`config.mk`:
```
export PLATFORM = sky130hd
export DESIGN_NAME = in_service_register_flat
export DESIGN_NICKNAME = d
export VERILOG_FILES = /design/src/rtl/in_service_register_pkg.sv /design/src/rtl/in_service_register_if.sv /design/src/rtl/in_service_register_priority_finder.sv /design/src/rtl/in_service_register.sv /design/src/flat_wrapper.sv
export SDC_FILE = /design/constraint.sdc
export NUM_CORES = 1
export LEC_CHECK = 0
export ABC_AREA = 0
export ABC_CLOCK_PERIOD_IN_PS = 3400
export BUFFER_PORTS_ARGS = -buffer_cell sky130_fd_sc_hd__buf_2
export CAP_MARGIN = 10
export CORE_MARGIN = 5
export CORE_UTILIZATION = 50
export CTS_CLUSTER_SIZE = 24
export DETAILED_ROUTE_END_ITERATION = 10
export PLACE_DENSITY = 0.74
export SLEW_MARGIN = 0
export SYNTH_ARGS = -nofsm -noshare
export SYNTH_HDL_FRONTEND = slang
export SYNTH_SLANG_ARGS = --single-unit
```
`constraint.sdc`:
```
create_clock -name internal_clk -period 3.4 [get_ports internal_clk]
set_clock_uncertainty 0.1 [all_clocks]
set_input_delay 0.68 -clock internal_clk [delete_from_list [all_inputs] [get_ports internal_clk]]
set_output_delay 0.68 -clock internal_clk [all_outputs]
set_load 0.03 [all_outputs]
```
`src/rtl/in_service_register_pkg.sv`:
```
// Shared constants for the in-service register slice: INTA phase codes,
// FSM state encoding and level-index width.
package in_service_register_pkg;

  localparam int N_IRQ = 8;
  localparam int LVL_W = 3;

  // INTA phase as reported by the control block
  localparam logic [1:0] INTA_IDLE   = 2'd0;
  localparam logic [1:0] INTA_FIRST  = 2'd1;
  localparam logic [1:0] INTA_SECOND = 2'd2;

  // Acknowledge-sequence FSM encoding
  localparam logic [1:0] ST_IDLE = 2'd0;
  localparam logic [1:0] ST_ACK1 = 2'd1;
  localparam logic [1:0] ST_ACK2 = 2'd2;

endpackage

```
`src/rtl/in_service_register_if.sv`:
```
// Control/status bundle between the 8259A control logic and the in-service
// register. master = control side, slave = the ISR block.
interface in_service_register_if
  import in_service_register_pkg::*;
  ();

  logic [1:0]       inta_count;
  logic [N_IRQ-1:0] serviced_interrupt;
  logic             eoi;
  logic             eoi_specific;
  logic [LVL_W-1:0] eoi_level;
  logic             aeoi_mode;
  logic             rotate;
  logic [LVL_W-1:0] lowest_priority;
  logic [4:0]       icw2_base;

  logic [N_IRQ-1:0] isr;
  logic [N_IRQ-1:0] irr_clear;
  logic [7:0]       vector_out;
  logic             vector_valid;
  logic             spurious;
  logic             eoi_ignored;
  logic             rot_update;
  logic [LVL_W-1:0] rot_level;

  modport master (
    output inta_count, serviced_interrupt, eoi, eoi_specific, eoi_level,
           aeoi_mode, rotate, lowest_priority, icw2_base,
    input  isr, irr_clear, vector_out, vector_valid, spurious,
           eoi_ignored, rot_update, rot_level
  );

  modport slave (
    input  inta_count, serviced_interrupt, eoi, eoi_specific, eoi_level,
           aeoi_mode, rotate, lowest_priority, icw2_base,
    output isr, irr_clear, vector_out, vector_valid, spurious,
           eoi_ignored, rot_update, rot_level
  );

endinterface

```
`src/rtl/in_service_register_priority_finder.sv`:
```
// Combinational rotating find-first. With rot=0 the search starts at bit 0;
// with rot=1 it starts at 'base' and wraps, so the first set bit met in
// that order is reported.
module isr_priority_finder
  import in_service_register_pkg::*;
(
  input  logic [N_IRQ-1:0] vec,
  input  logic [LVL_W-1:0] base,
  input  logic             rot,
  output logic             found,
  output logic [LVL_W-1:0] level
);

  logic [LVL_W-1:0] start;
  logic [LVL_W-1:0] idx;

  // Scan from the farthest offset back to the start so the nearest hit wins
  always_comb begin
    found = 1'b0;
    level = '0;
    idx   = '0;
    start = rot ? base : '0;
    for (int i = N_IRQ - 1; i >= 0; i--) begin
      idx = start + LVL_W'(i);
      if (vec[idx]) begin
        found = 1'b1;
        level = idx;
      end
    end
  end

endmodule

```
`src/rtl/in_service_register.sv`:
```
// In-service register of the 8259A: latches the resolver winner on the first
// INTA, emits the vector on the second, and retires levels on EOI/AEOI.
module in_service_register
  import in_service_register_pkg::*;
(
  input  logic                  internal_clk,
  input  logic                  reset,
  in_service_register_if.slave  bus
);

  logic [1:0]       state_q, state_d;
  logic [1:0]       inta_q, inta_d;
  logic             armed_q, armed_d;
  logic [N_IRQ-1:0] isr_q, isr_d;
  logic [LVL_W-1:0] lvl_q, lvl_d;
  logic             spur_q, spur_d;
  logic [N_IRQ-1:0] irr_clear_q, irr_clear_d;
  logic [7:0]       vector_out_q, vector_out_d;
  logic             vector_valid_q, vector_valid_d;
  logic             spurious_q, spurious_d;
  logic             eoi_ignored_q, eoi_ignored_d;
  logic             rot_update_q, rot_update_d;
  logic [LVL_W-1:0] rot_level_q, rot_level_d;

  logic             entry_first, entry_second;
  logic             pick_found, ns_found;
  logic [LVL_W-1:0] pick_lvl, ns_lvl, ns_base;
  logic [N_IRQ-1:0] set_mask, clr_mask;
  logic             eoi_rot, aeoi_rot;

  // armed_q is low only on the first clock after reset, so a phase already
  // pending at release just reloads inta_q instead of counting as an entry.
  assign entry_first  = armed_q && (bus.inta_count == INTA_FIRST)  && (inta_q != INTA_FIRST);
  assign entry_second = armed_q && (bus.inta_count == INTA_SECOND) && (inta_q != INTA_SECOND);

  assign ns_base = bus.lowest_priority + LVL_W'(1);

  isr_priority_finder u_pick (
    .vec   (bus.serviced_interrupt),
    .base  ('0),
    .rot   (1'b0),
    .found (pick_found),
    .level (pick_lvl)
  );

  isr_priority_finder u_eoi_find (
    .vec   (isr_q),
    .base  (ns_base),
    .rot   (bus.rotate),
    .found (ns_found),
    .level (ns_lvl)
  );

  // Acknowledge-sequence state tracking
  always_comb begin
    state_d = state_q;
    case (state_q)
      ST_IDLE: if (entry_first) state_d = ST_ACK1;
      ST_ACK1: begin
        if (entry_second)                        state_d = ST_ACK2;
        else if (bus.inta_count == INTA_IDLE)    state_d = ST_IDLE;
      end
      ST_ACK2: if (bus.inta_count == INTA_IDLE) state_d = ST_IDLE;
      default: state_d = ST_IDLE;
    endcase
  end

  // Latch, vector, AEOI and EOI handling; clears act on pre-edge isr, set wins
  always_comb begin
    inta_d         = bus.inta_count;
    armed_d        = 1'b1;
    lvl_d          = lvl_q;
    spur_d         = spur_q;
    irr_clear_d    = '0;
    vector_out_d   = vector_out_q;
    vector_valid_d = 1'b0;
    spurious_d     = 1'b0;
    eoi_ignored_d  = 1'b0;
    rot_level_d    = rot_level_q;
    set_mask       = '0;
    clr_mask       = '0;
    eoi_rot        = 1'b0;
    aeoi_rot       = 1'b0;

    if (entry_first) begin
      if (pick_found) begin
        set_mask    = N_IRQ'(1) << pick_lvl;
        irr_clear_d = N_IRQ'(1) << pick_lvl;
        lvl_d       = pick_lvl;
        spur_d      = 1'b0;
      end else begin
        spurious_d  = 1'b1;
        lvl_d       = LVL_W'(N_IRQ - 1);
        spur_d      = 1'b1;
      end
    end

    if (entry_second) begin
      vector_out_d   = {bus.icw2_base, lvl_q};
      vector_valid_d = 1'b1;
      if (bus.aeoi_mode && !spur_q) begin
        clr_mask = clr_mask | (N_IRQ'(1) << lvl_q);
        aeoi_rot = bus.rotate;
      end
    end

    if (bus.eoi) begin
      if (bus.eoi_specific) begin
        if (isr_q[bus.eoi_level]) begin
          clr_mask = clr_mask | (N_IRQ'(1) << bus.eoi_level);
          eoi_rot  = bus.rotate;
        end else begin
          eoi_ignored_d = 1'b1;
        end
      end else begin
        if (ns_found) begin
          clr_mask = clr_mask | (N_IRQ'(1) << ns_lvl);
          eoi_rot  = bus.rotate;
        end else begin
          eoi_ignored_d = 1'b1;
        end
      end
    end

    if (eoi_rot)       rot_level_d = bus.eoi_specific ? bus.eoi_level : ns_lvl;
    else if (aeoi_rot) rot_level_d = lvl_q;

    rot_update_d = eoi_rot | aeoi_rot;
    isr_d        = (isr_q & ~clr_mask) | set_mask;
  end

  // State and registered outputs
  always_ff @(posedge internal_clk or posedge reset) begin
    if (reset) begin
      state_q        <= ST_IDLE;
      inta_q         <= INTA_IDLE;
      armed_q        <= 1'b0;
      isr_q          <= '0;
      lvl_q          <= '0;
      spur_q         <= 1'b0;
      irr_clear_q    <= '0;
      vector_out_q   <= '0;
      vector_valid_q <= 1'b0;
      spurious_q     <= 1'b0;
      eoi_ignored_q  <= 1'b0;
      rot_update_q   <= 1'b0;
      rot_level_q    <= '0;
    end else begin
      state_q        <= state_d;
      inta_q         <= inta_d;
      armed_q        <= armed_d;
      isr_q          <= isr_d;
      lvl_q          <= lvl_d;
      spur_q         <= spur_d;
      irr_clear_q    <= irr_clear_d;
      vector_out_q   <= vector_out_d;
      vector_valid_q <= vector_valid_d;
      spurious_q     <= spurious_d;
      eoi_ignored_q  <= eoi_ignored_d;
      rot_update_q   <= rot_update_d;
      rot_level_q    <= rot_level_d;
    end
  end

  assign bus.isr          = isr_q;
  assign bus.irr_clear    = irr_clear_q;
  assign bus.vector_out   = vector_out_q;
  assign bus.vector_valid = vector_valid_q;
  assign bus.spurious     = spurious_q;
  assign bus.eoi_ignored  = eoi_ignored_q;
  assign bus.rot_update   = rot_update_q;
  assign bus.rot_level    = rot_level_q;

endmodule

```
`src/flat_wrapper.sv`:
```
// flat-port wrapper written by rule: the top's interface ports become plain ports
module in_service_register_flat import in_service_register_pkg::*;
  (internal_clk, reset, bus_inta_count, bus_serviced_interrupt, bus_eoi, bus_eoi_specific, bus_eoi_level, bus_aeoi_mode, bus_rotate, bus_lowest_priority, bus_icw2_base, bus_isr, bus_irr_clear, bus_vector_out, bus_vector_valid, bus_spurious, bus_eoi_ignored, bus_rot_update, bus_rot_level);
  in_service_register_if bus_i ();
  input  logic internal_clk;
  input  logic reset;
  input wire logic [$bits(bus_i.inta_count)-1:0] bus_inta_count;
  input wire logic [$bits(bus_i.serviced_interrupt)-1:0] bus_serviced_interrupt;
  input wire logic [$bits(bus_i.eoi)-1:0] bus_eoi;
  input wire logic [$bits(bus_i.eoi_specific)-1:0] bus_eoi_specific;
  input wire logic [$bits(bus_i.eoi_level)-1:0] bus_eoi_level;
  input wire logic [$bits(bus_i.aeoi_mode)-1:0] bus_aeoi_mode;
  input wire logic [$bits(bus_i.rotate)-1:0] bus_rotate;
  input wire logic [$bits(bus_i.lowest_priority)-1:0] bus_lowest_priority;
  input wire logic [$bits(bus_i.icw2_base)-1:0] bus_icw2_base;
  output wire logic [$bits(bus_i.isr)-1:0] bus_isr;
  output wire logic [$bits(bus_i.irr_clear)-1:0] bus_irr_clear;
  output wire logic [$bits(bus_i.vector_out)-1:0] bus_vector_out;
  output wire logic [$bits(bus_i.vector_valid)-1:0] bus_vector_valid;
  output wire logic [$bits(bus_i.spurious)-1:0] bus_spurious;
  output wire logic [$bits(bus_i.eoi_ignored)-1:0] bus_eoi_ignored;
  output wire logic [$bits(bus_i.rot_update)-1:0] bus_rot_update;
  output wire logic [$bits(bus_i.rot_level)-1:0] bus_rot_level;
  assign bus_i.inta_count = bus_inta_count;
  assign bus_i.serviced_interrupt = bus_serviced_interrupt;
  assign bus_i.eoi = bus_eoi;
  assign bus_i.eoi_specific = bus_eoi_specific;
  assign bus_i.eoi_level = bus_eoi_level;
  assign bus_i.aeoi_mode = bus_aeoi_mode;
  assign bus_i.rotate = bus_rotate;
  assign bus_i.lowest_priority = bus_lowest_priority;
  assign bus_i.icw2_base = bus_icw2_base;
  assign bus_isr = bus_i.isr;
  assign bus_irr_clear = bus_i.irr_clear;
  assign bus_vector_out = bus_i.vector_out;
  assign bus_vector_valid = bus_i.vector_valid;
  assign bus_spurious = bus_i.spurious;
  assign bus_eoi_ignored = bus_i.eoi_ignored;
  assign bus_rot_update = bus_i.rot_update;
  assign bus_rot_level = bus_i.rot_level;
  in_service_register u_core (.internal_clk(internal_clk), .reset(reset), .bus(bus_i));
endmodule
```
-- Word-level counts from Yosys, hierarchy flattened
Cells that the tools add are included.
- add/subtract/negate cells: 8
- magnitude comparators: 9
- equality and inequality tests: 4
- shift-type cells: 4
- multiplexer cells: 76
- bitwise operators: 6
- reductions and logical operators: 7
- operators by type and width (cell ; count):
    8-bit two-way mux ; 8
    3-bit two-way mux ; 21
    1-bit two-way mux ; 38
    3-bit by 4-bit less-than comparator with 1-bit output (second input constant) ; 9
    1-bit by 3-bit left shift with 8-bit output (first input constant) ; 4
    1-bit binary-select mux with 3-bit select ; 9
    8-bit OR ; 3
    3-bit adder (second input constant) ; 4
    8-bit AND ; 1
    8-bit inverter ; 1
    3-bit by 1-bit adder with 3-bit output (second input constant) ; 2
    3-bit by 2-bit adder with 3-bit output (second input constant) ; 2
    1-bit logical AND ; 5
    2-bit by 1-bit == test with 1-bit output (second input constant) ; 1
    2-bit == test (second input constant) ; 1
    2-bit by 1-bit != test with 1-bit output (second input constant) ; 1
    2-bit != test (second input constant) ; 1
    2-bit nonzero test ; 1
    1-bit logical NOT ; 1
    1-bit OR ; 1
- register bits after elaboration: 38
- bits of input ports: 27
- output and inout port bits: 31

-- Logic depth before layout (Yosys ltp)
Gate-level depths: netlist (run 1).
- depth in word-level cells: 21
- gate-level depth with buffers: 14
- gate-level depth less buffers: 12

-- Hierarchy
A second synthesis (run 1) with hierarchy kept.
- cells, all modules: 449
- area, all modules: 4086.4 um2
- by module, submodules not included (module ; instances ; cells an instance ; area each (um2)):
    isr_priority_finder ; 2 ; 137 ; 1096.1
    in_service_register ; 1 ; 175 ; 1894.3

-- Least setup slack after synthesis (run 1)
No wires, ideal clock.
- path kind: input port to flip-flop
- start point: input bus_lowest_priority[0]
- end point: register u_core.isr_q[5], in the netlist u_core.bus.isr[5]
- setup time: 124 ps
- data arrival time: 3841 ps
- setup slack: -665 ps
- stages on the path: 14
- path through: ha_1 and2_1 clkbuf_1 inv_1 ha_1 or3_4 and2_1 buf_6 mux2i_4 nand4_4 o211a_1 o22a_2 or4_1 a211o_1
- word-level cells in the longest chain between the ends: 21
- RTL lines (element ; RTL line ; RTL):
    start, declared ; flat_wrapper.sv:14 ; input wire logic [$bits(bus_i.lowest_priority)-1:0] bus_lowest_priority;
    3-bit by 1-bit adder with 3-bit output (*) ; in_service_register.sv:36 ; assign ns_base = bus.lowest_priority + LVL_W'(1);
    3-bit two-way mux (*) ; in_service_register_priority_finder.sv:22 ; start = rot ? base : '0;
    3-bit adder ; in_service_register_priority_finder.sv:24 ; idx = start + LVL_W'(i);
    1-bit binary-select mux with 3-bit select ; in_service_register_priority_finder.sv:25 ; if (vec[idx]) begin
    1-bit two-way mux (implied by the code) ; in_service_register_priority_finder.sv:25 ;
    3-bit two-way mux (8 in series) ; in_service_register_priority_finder.sv:25 ;
    1-bit by 3-bit left shift with 8-bit output ; in_service_register.sv:117 ; clr_mask = clr_mask | (N_IRQ'(1) << ns_lvl);
    8-bit OR ; in_service_register.sv:117 ;
    8-bit two-way mux (*) ; in_service_register.sv:116 ; if (ns_found) begin
    8-bit two-way mux (*) ; in_service_register.sv:108 ; if (bus.eoi_specific) begin
    8-bit two-way mux (*) ; in_service_register.sv:107 ; if (bus.eoi) begin
    8-bit inverter (*) ; in_service_register.sv:129 ; isr_d = (isr_q & ~clr_mask) | set_mask;
    8-bit AND (*) ; in_service_register.sv:129 ;
    8-bit OR (*) ; in_service_register.sv:129 ;
    net u_core.isr_d[5] ; in_service_register.sv:14 ; logic [N_IRQ-1:0] isr_q, isr_d;
    end signal, assigned ; in_service_register.sv:152 ; isr_q <= isr_d;
    end, declared ; in_service_register.sv:14 ;
The timed path passes the listed nets; every way through them passes the cells marked *. The select of a mux whose other input is x is not followed.
A chain may end at the register's enable or synchronous reset.

-- Final worst setup path (run 1)
Ends and elaborated chain as after synthesis.

==> results of run 1 <==
## per-stage QoR
stage | worst slack [ns] | power [mW] | cells
5_1_grt | -0.0728 | 2.63 | 485
3_3_place_gp | -0.298 | 1.89 | 475
2_1_floorplan | -0.400 | 1.44 | 315
3_5_place_dp | -0.364 | 1.92 | 475
6_report | -0.0174 | 2.50 | 485
4_1_cts | -0.0235 | 2.43 | 484
## final timing paths
check	depth (start not counted)	from	slack [ns]	endpoint
max in group asynchronous	3	reset	2.48	u_core.bus.eoi_ignored
hold reg to reg	1	u_core.spur_q	0.37	u_core.spur_q
setup / recovery	13	bus_lowest_priority[0]	-0.02	u_core.bus.isr[5]
min in group asynchronous	3	reset	0.39	u_core.armed_q
setup reg to reg	7	u_core.bus.isr[4]	0.61	u_core.bus.isr[5]
hold / removal	1	u_core.spur_q	0.37	u_core.spur_q
## flip-flops by register name (all words and copies together), names as in the netlist, 2 cells and up
signal,flops
u_core.bus.irr_clear,8
u_core.bus.isr,8
u_core.bus.rot_level,3
u_core.bus.vector_out,8
u_core.inta_q,2
u_core.lvl_q,3
## area by class of cell
| cell class | count | area [µm²] | share of cell area |
|---|---|---|---|
| clock inverters | 2 | 60.1 | 0.0157 |
| multi-input cells | 253 | 1920 | 0.504 |
| repair buffers | 106 | 677 | 0.177 |
| well taps | 72 | 90.1 | 0.0236 |
| flip-flops and latches | 38 | 951 | 0.249 |
| clock buffers | 6 | 82.6 | 0.0217 |
| inverters | 8 | 32.5 | 0.00853 |
## layout by cell type (no fill, tap or decap), types with 9 or more instances in the layout
cell type  Yosys  routed
a21oi_1       13      11
a31oi_1       10      10
buf_2          0      55
buf_4          0      47
dfrtp_1       38      38
mux2_2        13      13
mux2i_1       14      11
nand2_1       29      29
nand2b_1      11      11
nand3_1       10      10
nor2_1        34      34
o21ai_0        9       9
## per-layer routing
metal  routed length [µm]  vias up  share of wire  global-route usage
met5                    0        -              0                   0
met4                  198        0          0.022              0.0835
met3                  676       24          0.075              0.0423
met2                 4520      167           0.50               0.414
met1                 3620     1408           0.40               0.308
li1                     -     1366              -                   -
## worst max-delay path, cell delays in order
cell	delay [ns]
buf_8	0.10
ha_4	0.25
and2_4	0.16
inv_4	0.04
ha_4	0.15
or3_4	0.39
and2_4	0.21
mux2i_4	0.20
nand4_4	0.13
o211a_1	0.22
o22a_2	0.19
or4_1	0.49
a211o_1	0.27
## power groups by stage
| stage | clock (mW) | sequential (mW) | combinational (mW) |
|---|---|---|---|
| after floorplan | 0 | 0.760 | 0.680 |
| after global placement | 0 | 0.642 | 1.25 |
| final | 0.482 | 0.652 | 1.36 |
| after detailed placement | 0 | 0.646 | 1.27 |
| after global routing | 0.512 | 0.658 | 1.46 |
| after CTS | 0.489 | 0.637 | 1.30 |
## logic make-up (layout without fill, tap and decap cells)
| group | count (synthesis) | in the layout | synth area share |
|---|---|---|---|
| adders and majority gates | 2 | 2 | 0.00868 |
| muxes | 36 | 36 | 0.164 |
| buffers and inverters | 24 | 122 | 0.0443 |
| AOI/OAI and AO/OA | 81 | 81 | 0.195 |
| DFF | 38 | 38 | 0.330 |
| and+or+nand+nor | 129 | 129 | 0.240 |
| xor gates and xnor gates | 4 | 4 | 0.0169 |
| other | 1 | 1 | 0.00130 |
## timing repair
action	4_1_cts	5_1_grt
endpoints found under the hold margin	0	0
gates resized for setup	4	17
setup buffers	1	1
endpoints found under the setup margin	4	11
pin swaps	1	2
==> results.json, run 1 <==
{
  "hpwlAfterDp_mm": 6.80,
  "yosysTopAreaCellShare": 0.330,
  "grt_pass1_vias": 2959,
  "cp.arrival_ns": 3.49,
  "drtIter0Drc": 198,
  "initial_core_util": 0.520,
  "vias": 2965,
  "combPwrFrac": 0.546,
  "hold_buffers": 0,
  "cts_buffers": 5,
  "synth_edf_count": 0,
  "place.gp.congestion": 0.933,
  "chipWidth_um": 85.9,
  "yosysUniqueCellTypes": 63,
  "drt_drc_violations_left": 0,
  "die_y_um": 85.9,
  "fin_setup_tns_ns": -0.0174,
  "drtPass1Iterations": 5,
  "stdcell_area_um2": 3810,
  "pwr-share-seq": 0.261,
  "synth_most_common_cell": "dfrtp_1",
  "ys_warn_count": 0,
  "grt_max_degree": 39,
  "dpl_cell_area_um2": 3550,
  "syn_to_final_growth_pct": 32.3,
  "crit_path_end_kind": "register",
  "row_count": 27,
  "worstMarginPinSlew_ns": 0.524,
  "drive_gt1_frac": 0.390,
  "async_flop_share": 1.00,
  "antenna_found_initial": 0,
  "ys_ff_latch": 38,
  "grt.total_usage": 0.243,
  "die_area_um2": 7380,
  "cts_sinks": 38,
  "switching_power_mw": 1.04,
  "synthFlopType": "dfrtp_1",
  "synth_top_cells_by_area": "dfrtp_1, mux2_2, mux2i_1",
  "period_minus_slack_ns": 3.42,
  "ys_seq_area_frac": 0.330,
  "routedWlPerCell_um": 18.6,
  "clock_latency_ns": 0.29,
  "synth_top_cell_by_area": "dfrtp_1",
  "finalCritPeriodShare": 1.01,
  "htree_levels": 2,
  "ir_worst_vdd_v": 0.000397,
  "syn_avg_cell_area_um2": 9.15,
  "startpoint_type": "input pin",
  "totalWireLength_mm": 9.01,
  "io_buffers": 57,
  "status": "complete, but fails checks",
  "clock_power_share": 0.193,
  "violations": "setup timing",
  "viasPerCell": 6.11,
  "powerDensity_nw_per_um2": 654,
  "clkTransAtPathRegs_ns": 0.08,
  "hold_path_class": "reg -> reg",
  "clock.fmax_mhz": 293,
  "coreArea_um2": 5540,
  "ios": 58,
  "p_int_mw": 1.46,
  "critPathKind": "in -> reg",
  "grt_pass1_wl_mm": 14.3,
  "relSlewSlack": 0.650,
  "cts_root_buf": "clkbuf_8",
  "synth_common_cells": "dfrtp_1, nor2_1, nand2_1, mux2i_1",
  "fin_util": 0.688,
  "final_max_slew_viol_count": 0,
  "p_leak_nw": 1.77,
  "hold_ws_ns": 0.373,
  "p_sw_frac": 0.415,
  "syn_area_um2": 2880,
  "setup_viol": 1,
  "finalWorstSetupSlack_ns": -0.0174,
  "hold_viol_final": 0,
  "clock_path_buffers": 2,
  "rsz0062_at_grt": "yes",
  "cts_tree": "yes",
  "antenna_cells": 0,
  "fillers": 447,
  "crit_required_ns": 3.47,
  "nNetsFinal": 441,
  "path_max_fanout": 5,
  "ant_nets": 0,
  "syn-instance-count": 315,
  "overflow": 0,
  "drv_cap": 0,
  "synth_fp_nets": 344
}
Note: power is estimated with default switching activity, not from simulation.
==> run 2, diff against run 1 <==
--- a/config.mk
+++ b/config.mk
@@ -9,12 +9,10 @@
 export ABC_CLOCK_PERIOD_IN_PS = 3400
 export BUFFER_PORTS_ARGS = -buffer_cell sky130_fd_sc_hd__buf_2
 export CAP_MARGIN = 10
-export CORE_MARGIN = 5
-export CORE_UTILIZATION = 50
+export CORE_UTILIZATION = 56
 export CTS_CLUSTER_SIZE = 24
 export DETAILED_ROUTE_END_ITERATION = 10
-export PLACE_DENSITY = 0.74
-export SLEW_MARGIN = 0
+export PLACE_DENSITY = 0.81
 export SYNTH_ARGS = -nofsm -noshare
 export SYNTH_HDL_FRONTEND = slang
 export SYNTH_SLANG_ARGS = --single-unit
==> run 2 against run 1 <==
Effect of this change: the run still ends with setup timing left; final area is 0.69% lower; global-route usage is 9.5 points higher; first-iteration DRC count is 15% higher; setup slack hardly changed; die area is 26% lower; combinational power is 3% higher; worst hold slack better by 0.0027 ns; largest cell class unchanged; largest power group unchanged.
==> results.json, run 2 (synthesis gave the netlist of run 1 again) <==
{
  "grt_pass1_wl_mm": 13.7,
  "nNetsFinal": 445,
  "grt_max_degree": 39,
  "grt.total_usage": 0.338,
  "placed_cells": 472,
  "final_max_slew_viol_count": 0,
  "ios": 58,
  "clkTransAtPathRegs_ns": 0.07,
  "critPathKind": "in -> reg",
  "viasPerCell": 6.18,
  "startpoint_type": "input pin",
  "clock_path_buffers": 2,
  "drive_gt1_frac": 0.403,
  "status": "complete, but fails checks",
  "fillers": 333,
  "crit_required_ns": 3.48,
  "drtPass1Iterations": 4,
  "critPathSlowestCell": "or4_4",
  "powerDensity_nw_per_um2": 628,
  "hold_path_class": "reg -> reg",
  "syn_to_final_growth_pct": 31.4,
  "cts_buffers": 5,
  "ir_worst_vdd_v": 0.000486,
  "power_mw": 2.38,
  "drtIter0Drc": 228,
  "grt_pass1_vias": 2991,
  "htree_levels": 2,
  "cts_root_buf": "clkbuf_8",
  "cts_sinks": 38,
  "clock.fmax_mhz": 293,
  "routedWlPerCell_um": 18.0,
  "io_buffers": 57,
  "setup_viol": 1,
  "path_max_fanout": 5,
  "crit_chain": "buf_8 > ha_4 > and2_4 > inv_4 > ha_4 > or3_4 > and2_4 > mux2i_4 > nand4_4 > o211a_1 > o22a_2 > or4_4 > a211o_1",
  "hpwlAfterDp_mm": 6.59,
  "rsz0062_at_grt": "yes",
  "final_cells": 484,
  "totalWireLength_mm": 8.72,
  "final_cell_mix": "buf_2, buf_4, dfrtp_1, nor2_1, nand2_1",
  "drv_cap": 0,
  "rr_startpoint": "u_core.bus.isr[1]",
  "row_count": 25,
  "place.gp.congestion": 0.959,
  "antenna_found_initial": 0,
  "die_y_um": 73.8,
  "vias": 2992,
  "path_delay_family": "simple AND/OR/NAND/NOR gates",
  "die_area_um2": 5440,
  "overflow": 0,
  "setup.worst_path.start": "bus_lowest_priority[0]",
  "period_minus_slack_ns": 3.42,
  "violations": "setup timing",
  "hp-start": "u_core.spur_q",
  "relSlewSlack": 0.575,
  "initial_core_util": 0.595,
  "clock_latency_ns": 0.29,
  "worstMarginPinSlew_ns": 0.637,
  "finalCritPeriodShare": 1.01,
  "cp.arrival_ns": 3.50,
  "ant_nets": 0,
  "cts_tree": "yes",
  "layout_commonest_cell": "buf_2",
  "crit_buf_inv": 2,
  "crit_path_end_kind": "register",
  "antenna_cells": 0,
  "coreArea_um2": 4850,
  "finalWorstSetupSlack_ns": -0.0178,
  "p_leak_nw": 1.76,
  "hold_viol_final": 0,
  "drt_drc_violations_left": 0,
  "chipWidth_um": 73.8,
  "slowest_delay_ns": 0.50
}
run 2: final cells by class:
| class | count | area [µm²] | share of cell area |
|---|---|---|---|
| Clock buffer | 7 | 86.3 | 0.0228 |
| Multi-Input combinational cell | 253 | 1930 | 0.508 |
| Tap cell | 67 | 83.8 | 0.0221 |
| Timing Repair Buffer | 110 | 703 | 0.186 |
| Sequential cell | 38 | 951 | 0.251 |
| Clock inverter | 1 | 5.00 | 0.00132 |
| Inverter | 8 | 32.5 | 0.00859 |
run 2: worst paths after layout:
path	cells past startpoint	slack, ns	to
min reg2reg	1	0.38	u_core.spur_q
max in group asynchronous	3	2.48	u_core.bus.irr_clear[6]
max reg2reg	11	0.52	u_core.bus.isr[5]
min in group asynchronous	3	0.39	u_core.bus.vector_out[0]
min	1	0.38	u_core.spur_q
max	13	-0.02	u_core.bus.isr[5]
run 2: report_power, final:
| group | switching [mW] | leakage (nW) | internal (mW) |
|---|---|---|---|
| Combinational | 0.753 | 1.24 | 0.642 |
| Clock | 0.155 | 0.0482 | 0.163 |
| Sequential | 0.135 | 0.479 | 0.530 |
run 2: timing repair:
item,CTS,global route
pin swaps,5,8
buffers inserted,1,3
endpoints found under the hold margin,0,0
setup endpoints to repair,7,11
hold buffers,0,0
gates cloned,0,0
gates resized for setup,6,17
run 2: per-stage QoR:
| step | hold WS, ns | cell area [µm²] | worst slack [ns] | util | TNS, ns |
|---|---|---|---|---|---|
| 3_3_place_gp | 0.379 | 3560 | -0.295 | 0.735 | -2.78 |
| 4_1_cts | 0.375 | 3690 | -0.0356 | 0.762 | -0.0363 |
| 6_report | 0.376 | 3790 | -0.0178 | 0.781 | -0.0178 |
| 3_5_place_dp | 0.359 | 3560 | -0.379 | 0.735 | -3.59 |
| 5_1_grt | 0.380 | 3790 | -0.0972 | 0.781 | -0.351 |
| 2_1_floorplan | 0.342 | 2930 | -0.400 | - | -0.625 |
run 2: worst reg2reg max path: stages (launching register included):
cell      delay [ns]
dfrtp_1         0.49
and3b_1         0.25
a211oi_1        0.06
buf_4           0.17
a21oi_1         0.26
a21boi_1        0.11
buf_4           0.15
buf_4           0.13
o211a_1         0.10
o22a_2          0.19
or4_4           0.50
a211o_1         0.26
run 2: layer usage:
| metal | up-vias | wire length [µm] | GRT usage |
|---|---|---|---|
| met3 | 42 | 611 | 0.0439 |
| li1 | 1370 | - | - |
| met1 | 1416 | 3120 | 0.367 |
| met5 | - | 0 | 0 |
| met4 | 0 | 487 | 0.192 |
| met2 | 164 | 4500 | 0.626 |
==> run 3, diff against run 2 <==
--- a/config.mk
+++ b/config.mk
@@ -13,6 +13,7 @@
 export CTS_CLUSTER_SIZE = 24
 export DETAILED_ROUTE_END_ITERATION = 10
 export PLACE_DENSITY = 0.81
+export SKIP_CTS_REPAIR_TIMING = 1
 export SYNTH_ARGS = -nofsm -noshare
 export SYNTH_HDL_FRONTEND = slang
 export SYNTH_SLANG_ARGS = --single-unit
==> run 3 against run 2 <==
Effect of this change: the flow still finishes with violations (setup timing); sequential cell count unchanged; sequential power barely moved; core utilization increased by 0.46 points; die area did not move; clock power about the same; clock-buffer cell count did not move; via count up 1.1%; sequential share of layout area decreased by 0.15 points; fmax is 1.3% lower; critical path depth did not move; final cell count shrank 0.41%; critical path type unchanged.
==> results.json, run 3 (synthesis gave the netlist of run 1 again) <==
{
  "coreArea_um2": 4850,
  "clock_path_buffers": 2,
  "slowest_delay_ns": 0.47,
  "cts_tree": "yes",
  "grt.total_usage": 0.335,
  "clkTransAtPathRegs_ns": 0.08,
  "critPathKind": "in -> reg",
  "relSlewSlack": 0.602,
  "final_cell_mix": "buf_2, buf_4, dfrtp_1, nor2_1, nand2_1",
  "hold_viol_final": 0,
  "rsz0062_at_grt": "yes",
  "fin_setup_tns_ns": -0.0698,
  "met2_usage": 0.614,
  "antenna_cells": 0,
  "syn_to_final_growth_pct": 32.2,
  "dpl_cell_area_um2": 3560,
  "nNetsFinal": 443,
  "dp_worst_setup_slack_ns": -0.379,
  "drtIter0Drc": 265,
  "initial_core_util": 0.595,
  "finalWorstSetupSlack_ns": -0.0615,
  "antenna_found_initial": 0,
  "routedWlPerCell_um": 17.9,
  "crit_required_ns": 3.49,
  "drt_drc_violations_left": 0,
  "drive_gt1_frac": 0.402,
  "fillers": 334,
  "drv_cap": 0,
  "cts_sinks": 38,
  "htree_levels": 2,
  "ir_worst_vdd_v": 0.000530,
  "cp.arrival_ns": 3.55,
  "ios": 58,
  "setup_viol": 2,
  "path_max_fanout": 5,
  "met3_usage": 0.0494,
  "powerDensity_nw_per_um2": 631,
  "grt.busiest_layer": "met2",
  "worstMarginPinSlew_ns": 0.596,
  "overflow": 0,
  "hpwlAfterDp_mm": 6.59,
  "hold_path_class": "reg -> reg",
  "die_y_um": 73.8,
  "grt_pass1_wl_mm": 13.6,
  "clock_latency_ns": 0.30,
  "stdcell_area_um2": 3810,
  "chipWidth_um": 73.8,
  "totalWireLength_mm": 8.62,
  "drtPass1Iterations": 5,
  "viasPerCell": 6.27,
  "hold_ws_ns": 0.375,
  "layout_commonest_cell": "buf_2",
  "power_mw": 2.41,
  "clock.fmax_mhz": 289,
  "crit_chain": "buf_8 > ha_4 > and2_4 > inv_4 > ha_4 > or3_4 > and2_4 > mux2i_4 > nand4_4 > o211a_1 > o22a_2 > or4_4 > a211o_1",
  "place.gp.congestion": 0.959,
  "cts_root_buf": "clkbuf_8",
  "die_area_um2": 5440,
  "critPathSlowestCell": "or4_4",
  "period_minus_slack_ns": 3.46,
  "groute.layer.met1.usage": 0.359,
  "crit_path_end_kind": "register",
  "violations": "setup timing",
  "ant_nets": 0,
  "grt_max_degree": 39,
  "io_buffers": 57,
  "grt_pass1_vias": 2981,
  "status": "complete, but fails checks",
  "p_leak_nw": 1.77,
  "finalCritPeriodShare": 1.02,
  "startpoint_type": "input pin",
  "final_max_slew_viol_count": 0,
  "cts_buffers": 5,
  "vias": 3024,
  "row_count": 25
}
-- run 3: cell type report --
type                            count  area (µm²)  share of cell area
Multi-Input combinational cell    253        1960               0.514
Sequential cell                    38         951               0.250
Timing Repair Buffer              108         692               0.182
Clock buffer                        7        86.3              0.0227
Tap cell                           67        83.8              0.0220
Inverter                            8        32.5             0.00854
Clock inverter                      1        5.00             0.00131
-- run 3: critical path: cells and delay by family --
family / cells / cell delay, ns
AOI/OAI and AO/OA: 3 / 0.75
adders and majority gates: 2 / 0.40
buffers and inverters: 2 / 0.14
muxes: 1 / 0.21
and+or+nand+nor: 5 / 1.36
-- run 3: final timing paths --
| kind | startpoint | end | slack (ns) | depth (start not counted) |
|---|---|---|---|---|
| min in group asynchronous | reset | u_core.bus.vector_out[0] | 0.39 | 3 |
| max in group asynchronous | reset | u_core.bus.irr_clear[6] | 2.48 | 3 |
| worst max-delay path | bus_lowest_priority[0] | u_core.bus.isr[5] | -0.06 | 13 |
| worst min-delay path | u_core.spur_q | u_core.spur_q | 0.38 | 1 |
| worst min register to register | u_core.spur_q | u_core.spur_q | 0.38 | 1 |
| worst max register to register | u_core.bus.isr[1] | u_core.bus.isr[5] | 0.42 | 10 |
-- run 3: per-stage QoR --
stage	util	instances
3_3_place_gp	0.735	472
2_1_floorplan	-	315
3_5_place_dp	0.735	472
6_report	0.786	482
4_1_cts	0.754	480
5_1_grt	0.786	482
-- run 3: power by group --
group	leakage [nW]	switching [mW]	total [mW]	internal, mW
clock	0.0482	0.155	0.319	0.163
sequential	0.479	0.133	0.664	0.531
combinational	1.24	0.767	1.42	0.656
total	1.77	1.06	2.41	1.35
-- run 3: layer usage --
layer  wire length, µm  share of wire
met1              3140           0.36
met2              4470           0.52
met3               529          0.061
met4               483          0.056
met5                 0              0
